--- config.mk ---
export PLATFORM = sky130hd
export DESIGN_NAME = hazard_issue_ctrl
export DESIGN_NICKNAME = d
export VERILOG_FILES = /design/src/rtl/pipe_pkg.sv /design/src/rtl/reg_scoreboard.sv /design/src/rtl/hazard_issue_ctrl.sv
export SDC_FILE = /design/constraint.sdc
export NUM_CORES = 1
export LEC_CHECK = 0
export ABC_AREA = 1
export BUFFER_PORTS_ARGS = -buffer_cell sky130_fd_sc_hd__clkbuf_2
export CAP_MARGIN = 20
export CORE_UTILIZATION = 65
export DETAILED_ROUTE_END_ITERATION = 8
export PLACE_DENSITY = 0.86
export SLEW_MARGIN = 15
export SYNTH_ARGS = -nofsm -noshare
export SYNTH_HDL_FRONTEND = slang
export SYNTH_SLANG_ARGS = --single-unit
--- constraint.sdc ---
create_clock -name clock -period 8.1 [get_ports clock]
set_clock_uncertainty 0.2 [all_clocks]
set_input_delay 2.43 -clock clock [delete_from_list [all_inputs] [get_ports clock]]
set_output_delay 2.43 -clock clock [all_outputs]
set_load 0.01 [all_outputs]
--- src/rtl/pipe_pkg.sv ---
// Shared definitions for the 20-bit in-order pipeline: opcodes, instruction
// field layout, scoreboard sizing and the ID-stage operand decode.
package pipe_pkg;

   localparam int unsigned INSTR_W     = 20;
   localparam int unsigned OP_W        = 4;
   localparam int unsigned REG_W       = 4;
   localparam int unsigned IMM_W       = 4;
   localparam int unsigned OP_LSB      = 16;
   localparam int unsigned RD_LSB      = 12;
   localparam int unsigned RS1_LSB     = 8;
   localparam int unsigned RS2_LSB     = 4;
   localparam int unsigned IMM_LSB     = 0;

   localparam int unsigned NREGS       = 16;
   localparam int unsigned ALU_LAT     = 3;
   localparam int unsigned LOAD_LAT    = 4;
   localparam int unsigned PERF_W_DFLT = 16;
   localparam int unsigned CNT_W       = $clog2(LOAD_LAT + 1);

   localparam logic [OP_W-1:0] OP_NOP = 4'd0;
   localparam logic [OP_W-1:0] OP_LD  = 4'd1;
   localparam logic [OP_W-1:0] OP_ST  = 4'd2;
   localparam logic [OP_W-1:0] OP_ADD = 4'd3;
   localparam logic [OP_W-1:0] OP_SUB = 4'd4;
   localparam logic [OP_W-1:0] OP_AND = 4'd5;
   localparam logic [OP_W-1:0] OP_OR  = 4'd6;
   localparam logic [OP_W-1:0] OP_LI  = 4'd7;
   localparam logic [OP_W-1:0] OP_BEQ = 4'd8;

   typedef struct packed {
      logic uses_rs1;
      logic uses_rs2;
      logic writes_rd;
      logic is_load;
   } dec_t;

   // Operand usage per opcode; unassigned opcodes behave as NOP.
   function automatic dec_t decode(input logic [OP_W-1:0] op);
      dec_t d;
      d = '0;
      case (op)
         OP_LD:  begin d.uses_rs1 = 1'b1; d.writes_rd = 1'b1; d.is_load = 1'b1; end
         OP_ST:  begin d.uses_rs1 = 1'b1; d.uses_rs2 = 1'b1; end
         OP_ADD, OP_SUB, OP_AND, OP_OR:
                 begin d.uses_rs1 = 1'b1; d.uses_rs2 = 1'b1; d.writes_rd = 1'b1; end
         OP_LI:  begin d.writes_rd = 1'b1; end
         OP_BEQ: begin d.uses_rs1 = 1'b1; d.uses_rs2 = 1'b1; end
         default: d = '0;
      endcase
      return d;
   endfunction

endpackage

--- src/rtl/reg_scoreboard.sv ---
// Per-register pending-write countdown; a register reads busy until its
// producer's result is visible in ID.
module reg_scoreboard
   import pipe_pkg::*;
(
   input  logic             clock,
   input  logic             reset,
   input  logic             i_set,
   input  logic [REG_W-1:0] i_set_rd,
   input  logic             i_set_load,
   output logic [NREGS-1:0] o_busy
);

   logic [CNT_W-1:0] r_cnt [NREGS];
   logic [CNT_W-1:0] w_set_val;

   always_comb begin
      w_set_val = i_set_load ? CNT_W'(LOAD_LAT) : CNT_W'(ALU_LAT);
   end

   // A new set always wins; the issuing side guarantees the slot was idle.
   always_ff @(posedge clock) begin
      for (int i = 0; i < int'(NREGS); i++) begin
         if (reset) begin
            r_cnt[i] <= '0;
         end else if (i_set && (i_set_rd == REG_W'(i))) begin
            r_cnt[i] <= w_set_val;
         end else if (r_cnt[i] != '0) begin
            r_cnt[i] <= r_cnt[i] - CNT_W'(1);
         end
      end
   end

   always_comb begin
      o_busy = '0;
      for (int i = 0; i < int'(NREGS); i++) begin
         o_busy[i] = (r_cnt[i] != '0);
      end
   end

endmodule

--- src/rtl/hazard_issue_ctrl.sv ---
// ID-stage issue controller: RAW/WAW hazard detection against the register
// scoreboard, wrong-path squash on taken branches and a stall counter.
module hazard_issue_ctrl
   import pipe_pkg::*;
#(
   parameter int unsigned PERF_W = PERF_W_DFLT
)(
   input  logic               clock,
   input  logic               reset,
   input  logic               id_valid,
   input  logic [INSTR_W-1:0] id_instr,
   input  logic               br_taken,
   output logic               issue,
   output logic               if_id_hold,
   output logic               id_ex_bubble,
   output logic [PERF_W-1:0]  stall_count
);

   dec_t              w_dec;
   logic [REG_W-1:0]  w_rd;
   logic [REG_W-1:0]  w_rs1;
   logic [REG_W-1:0]  w_rs2;
   logic [NREGS-1:0]  w_busy;
   logic              w_live;
   logic              w_hazard;
   logic              w_issue;
   logic              w_unused_imm;
   logic [PERF_W-1:0] r_stall_count;

   always_comb begin
      w_dec        = decode(id_instr[OP_LSB +: OP_W]);
      w_rd         = id_instr[RD_LSB  +: REG_W];
      w_rs1        = id_instr[RS1_LSB +: REG_W];
      w_rs2        = id_instr[RS2_LSB +: REG_W];
      w_unused_imm = ^id_instr[IMM_LSB +: IMM_W];
   end

   // A squashed or invalid slot can never hazard; reset forces a bubble.
   always_comb begin
      w_live   = ~reset & id_valid & ~br_taken;
      w_hazard = w_live & ((w_dec.uses_rs1  & w_busy[w_rs1]) |
                           (w_dec.uses_rs2  & w_busy[w_rs2]) |
                           (w_dec.writes_rd & w_busy[w_rd]));
      w_issue  = w_live & ~w_hazard;
   end

   always_comb begin
      issue        = w_issue;
      if_id_hold   = w_hazard;
      id_ex_bubble = ~w_issue;
      stall_count  = r_stall_count;
   end

   reg_scoreboard u_scoreboard (
      .clock      (clock),
      .reset      (reset),
      .i_set      (w_issue & w_dec.writes_rd),
      .i_set_rd   (w_rd),
      .i_set_load (w_dec.is_load),
      .o_busy     (w_busy)
   );

   // Saturating hazard-cycle counter.
   always_ff @(posedge clock) begin
      if (reset) begin
         r_stall_count <= '0;
      end else if (w_hazard && (r_stall_count != '1)) begin
         r_stall_count <= r_stall_count + PERF_W'(1);
      end
   end

endmodule

; Word level (Yosys, flattened, before mapping)
; Memories as Yosys holds them, arrays and structs flattened.
; Cells that the tools add are included.
[classes]
magnitude_cmp = 3
n_reduce_logical = 37
n_eq_ne = 24
n_addsub = 17
muxes = 157
n_bitwise = 46
[ops]
columns = operator, count
row1 = $mux 1, 121
row2 = $mux 3, 33
row3 = $reduce_bool 3->1, 16
row4 = $sub 3x1->3 const B, 16
row5 = $eq 4x4->1 const B, 9
row6 = $or 1x1->1, 34
row7 = $eq 4x3->1 const B, 8
row8 = $logic_and 1x1->1, 17
row9 = $add 16x1->16 const B, 1
row10 = $eq 4x2->1 const B, 4
row11 = $ne 16x16->1 const B, 1
row12 = $lt 4x5->1 const B, 3
row13 = $bmux 1 s4, 3
row14 = $reduce_or 6->1, 2
row15 = $and 1x1->1, 8
row16 = $eq 4x1->1 const B, 2
row17 = $reduce_or 7->1, 1
row18 = $logic_not 4->1, 1
row19 = $not 1->1, 4
[word_totals]
mem_bits_rw = 48
output_inout_bits = 19
wordCells = 286
n_memories = 1
ff_bits = 16
[mem_list]
columns = name, words, width, read_ports, rd_clocked_by_memory_dff, write_ports, line
row1 = u_scoreboard.r_cnt, 16, 3, 16, 0, 16, reg_scoreboard.sv:14  ; logic [CNT_W-1:0] r_cnt [NREGS];

; Longest topological paths before layout
[depth]
ltp_word = 16
ltp_mapped = 17
depth_no_buf = 16

; Modules after synthesis
; A second synthesis with hierarchy kept.
[unflattened]
cells_unflattened = 677
area_unflattened_um2 = 4954.8
[modules_own_cells]
columns = mod, n_inst, cells_per_inst, area_each_um2
row1 = reg_scoreboard, 1, 364, 3231.8
row2 = hazard_issue_ctrl, 1, 313, 1722.9

; Worst setup path before layout
; No wires, ideal clock.
[synth_timing]
kind = input to output
start = in id_instr[8]
end = out id_ex_bubble
n_path_buf = 3
setup_slack_ns = 1.804
required_ns = 5.470
cell_stages = 12
arrival_time_ns = 3.666
cell_sequence = buf_2 inv_1 nand2_1 nand3_1 nand3_1 nand3_1 nand3_1 nand3_4 nor2_4 buf_6 buf_6 inv_1
[synth_between]
elab_chain_len = 9
[synth_lines]
columns = element, line
row1 = "start, declared", hazard_issue_ctrl.sv:11  ; input logic [INSTR_W-1:0] id_instr,
row2 = $bmux 1 s4, hazard_issue_ctrl.sv:41  ; w_hazard = w_live & ((w_dec.uses_rs1 & w_busy[w_rs1]) |
row3 = $mux 1 (implied by the code), hazard_issue_ctrl.sv:41
row4 = $and 1x1->1, hazard_issue_ctrl.sv:41
row5 = $or 1x1->1, hazard_issue_ctrl.sv:41
row6 = $or 1x1->1, hazard_issue_ctrl.sv:42  ; (w_dec.uses_rs2 & w_busy[w_rs2]) |
row7 = $and 1x1->1, hazard_issue_ctrl.sv:41
row8 = $not 1->1, hazard_issue_ctrl.sv:44  ; w_issue = w_live & ~w_hazard;
row9 = $and 1x1->1, hazard_issue_ctrl.sv:44
row10 = via issue, hazard_issue_ctrl.sv:13  ; output logic issue,
row11 = $not 1->1, hazard_issue_ctrl.sv:50  ; id_ex_bubble = ~w_issue;
row12 = "end, declared", hazard_issue_ctrl.sv:15  ; output logic id_ex_bubble,
; The timed path passes the listed nets, and every way through them passes these cells. The select of a mux whose other input is x is not followed.

; Final worst setup path
[layout_timing]
start = in id_instr[13]
end = out id_ex_bubble
[layout_between]
elab_chain_len = 8
[layout_lines]
columns = element, line
row1 = $bmux 1 s4, hazard_issue_ctrl.sv:43  ; (w_dec.writes_rd & w_busy[w_rd]));
row2 = $mux 1 (implied by the code), hazard_issue_ctrl.sv:43
row3 = $and 1x1->1, hazard_issue_ctrl.sv:43
row4 = $or 1x1->1, hazard_issue_ctrl.sv:42
row5 = $and 1x1->1, hazard_issue_ctrl.sv:41
row6 = $not 1->1, hazard_issue_ctrl.sv:44
row7 = $and 1x1->1, hazard_issue_ctrl.sv:44
row8 = $not 1->1, hazard_issue_ctrl.sv:50
; No other way between the ends. The select of a mux whose other input is x is not followed.

==> metrics.cfg <==
[run_status]
status=finished, final reports clean

[grt]
groute.usage.overall=0.311
grt_max_degree=47
grt_pass1_vias=4085
overflow=0
grt_pass1_wl_um=18200
antenna_found_initial=0

[clock_network]
cts.repair.resized=0
clock-sinks=64
postCtsHoldBufs=0
clk_root_buffer_cell=clkbuf_8
post-cts-setup-buffers=0
h-tree-depth=3
cts_buffers=9
path_clk_slew_ps=80
cts_tree=yes
cts.path.max_buffers=2
clk_latency_ps=350

[synthesis]
ys_seq_elements=64
yosysWarnings=0
yosysTopAreaCellShare=0.306
synth_top_family_by_area=simple AND/OR/NAND/NOR gates
synthTopCellsByArea=edfxtp_1 31%, nand2_1 15%, inv_1 9.9%
yosys.area_share.simple=0.358
muxShareOfSynthArea=0
synth_fa_ha_area_frac=0.0876
synth_top_cell_by_area=edfxtp_1
synthArstFlopShare=0
synth-edff-count=48
post-synth-top-count-cell=nand2_1
syn_nets=721
seq_area_frac_synth=0.374
synth_area_um2=4720
synthCells=664
synth_commonest_cells=190 x nand2_1, 125 x inv_1, 69 x nand3_1
syn_avg_cell_area_um2=7.10
synth-xor-area-share=0.0223
synth_compound_area_frac=0.0265
yosysUniqueCellTypes=31
synth_top_flop_cell=edfxtp_1

[timing]
drv_slew=0
rsz0062_at_grt=no
fin_ws_ps=1340
period_minus_slack_ps=6760
fin_tns_setup_ps=0
timing.fmax_mhz=148
hold_viol_final=0
max-slew-margin-rel=0.577
period_share=0.835
worstMarginPinSlew_ps=631
finalSetupViolCount=0

[worst_hold_path]
min_to=stall_count[9]$_SDFFE_PP0P_
min_path_cells=2
hp-start=stall_count[9]$_SDFFE_PP0P_
hp-class=flip-flop to flip-flop

[floorplan]
core_um2=6910
die_h_um=87.2
rows=30
initial_core_util=0.683
ios=43
die_w_um=87.2
die_area_um2=7600

[setup_path]
r2r_end=u_scoreboard.r_cnt[3][2]$_DFFE_PP_
critPathBufInv=4
path_delay_family=simple AND/OR/NAND/NOR gates
cp_data_arrival_time_ps=4130
slowest_stage=nor2_4
crit_top_cell=nor2_1
crit_path_start_kind=input pin
path_class=input pin to output pin
end_kind=output pin
path_max_fanout=18
critPathMaxStageDelay_ps=360
crit_cells=12
required_ps=5470
rrSetupSlack_ps=4830
crit_path_cell_trace=clkbuf_2, inv_2, nand2_1, o21ai_0, nor2_1, nor2_1, nor2_1, nand2_2, nand3_4, nor2_4, inv_1, clkbuf_2
r2r-start=u_scoreboard.r_cnt[1][6]$_DFFE_PP_
ff2ff_path_depth=16

[detailed_routing]
dr.first_iter.drc_count=365
first_pass_iters=6
viasPerCell=5.64
drc=0
wire_per_inst_um=13.9
via_count=4492
antenna_left=0
drt_wl_total_um=11100

[finish]
seq_area_um2=1760
area_delta_synth_final_pct=10.1
multiInputGateArea_um2=2330
nFillCells=548
final_layout_size_suffix_gt1_frac=0.0999
finalNonFillerCells=797
diodes=0
fin_nets=753

[pwr]
p_leak_uw=0.00260
ir_drop_mv=0.212
p_per_area_nw_per_um2=295

[place]
io_buffers=38
pre_cts_ws_ps=1370
gp_congestion=0.937
hpwl_um=7940
place_inst=781

[flow_run]
cap_violations=0

==> metal layers <==
metal,global-route usage,vias to the layer above,wire length [um]
li1,-,2211,-
met1,0.389,2035,4520
met2,0.530,223,5440
met3,0.0474,23,842
met4,0.146,0,279
met5,0,-,0
==> cell type report <==
type	instances	share of cell area
clock buffer	14	0.0458
multi-input combinational	448	0.450
sequential	64	0.339
tap	96	0.0231
clock inverter	2	0.00338
inverter	129	0.0933
timing repair buffer	44	0.0453
==> worst max-delay path by stage <==
stage	from	end	slack, ps
final	id_instr[13]	id_ex_bubble	1340
after global placement	id_instr[12]	id_ex_bubble	1380
after global routing	id_instr[12]	id_ex_bubble	1150
after CTS	id_instr[12]	id_ex_bubble	1360
after floorplan	id_instr[8]	id_ex_bubble	1800
after detailed placement	id_instr[12]	id_ex_bubble	1370
==> kinds of logic (layout without fill, tap and decap cells) <==
| group | Yosys count | count (layout) |
|---|---|---|
| flip-flops | 64 | 64 |
| buffers and inverters | 152 | 189 |
| XOR/XNOR | 12 | 12 |
| AO/OA/AOI/OAI | 24 | 24 |
| adder cells (fa/ha/maj) | 33 | 33 |
| AND/OR/NAND/NOR | 379 | 379 |
==> stage by stage <==
step / hold slack [ps] / area, um^2 / power, uW / util
final: 306 / 5190 / 1530 / 0.751
after floorplan: 306 / 4720 / 1030 / -
after detailed placement: 293 / 4930 / 1180 / 0.714
after CTS: 307 / 5190 / 1530 / 0.751
after global placement: 277 / 4930 / 1140 / 0.714
after global routing: 325 / 5190 / 1670 / 0.751
==> worst reg2reg max path, stage by stage (launching register included) <==
cell      delay [ps]
edfxtp_1         380
inv_1             90
ha_1             190
ha_1             230
inv_1            120
o21ai_0          160
nand2_1           60
nand2_1           60
nand2_1           40
nand2_1           70
inv_2             30
nand2_2          100
nand3_4          220
nor2_4           360
buf_4            340
nand3_1          120
nand3_1          170
==> cells in the final DEF, fill, tap and decap left out <==
| master | Yosys | routed |
|---|---|---|
| nor2_2 | 1 | 2 |
| nand4_1 | 47 | 47 |
| nand2_1 | 190 | 190 |
| clkinv_1 | 2 | 2 |
| inv_1 | 125 | 125 |
| clkbuf_8 | 0 | 10 |
| nand3b_1 | 1 | 1 |
| xnor2_1 | 2 | 2 |
| clkbuf_2 | 0 | 38 |
| nor4_1 | 1 | 1 |
| nor3b_1 | 1 | 1 |
| nor3_1 | 3 | 3 |
| clkbuf_16 | 0 | 4 |
| nor2_4 | 1 | 1 |
| o21ai_0 | 5 | 5 |
| ha_1 | 33 | 33 |
| inv_2 | 2 | 2 |
| nand3_1 | 69 | 69 |
| xor2_1 | 10 | 10 |
| nand2_2 | 1 | 1 |
| o211ai_1 | 2 | 2 |
| nor3b_2 | 1 | 1 |
| nor2_1 | 60 | 59 |
| buf_4 | 1 | 6 |
| dfxtp_1 | 16 | 16 |
| inv_6 | 0 | 2 |
| a21oi_1 | 17 | 17 |
| nand3_2 | 1 | 1 |
| nor3_2 | 1 | 1 |
| edfxtp_1 | 48 | 48 |
| nand3_4 | 1 | 1 |
==> power by group <==
part           total [uW]  switching (uW)  leakage [uW]  internal, uW
combinational         662             431       0.00181           231
clock                 337             140      0.000130           197
sequential            534            28.4      0.000662           505
total                1530             599       0.00260           933
==> sequential cells by signal, indices dropped and copies added, names as in the netlist <==
| name | cells |
|---|---|
| stall_count | 16 |
| u_scoreboard.r_cnt | 48 |
No activity file was read; power rests on OpenSTA's default activity.
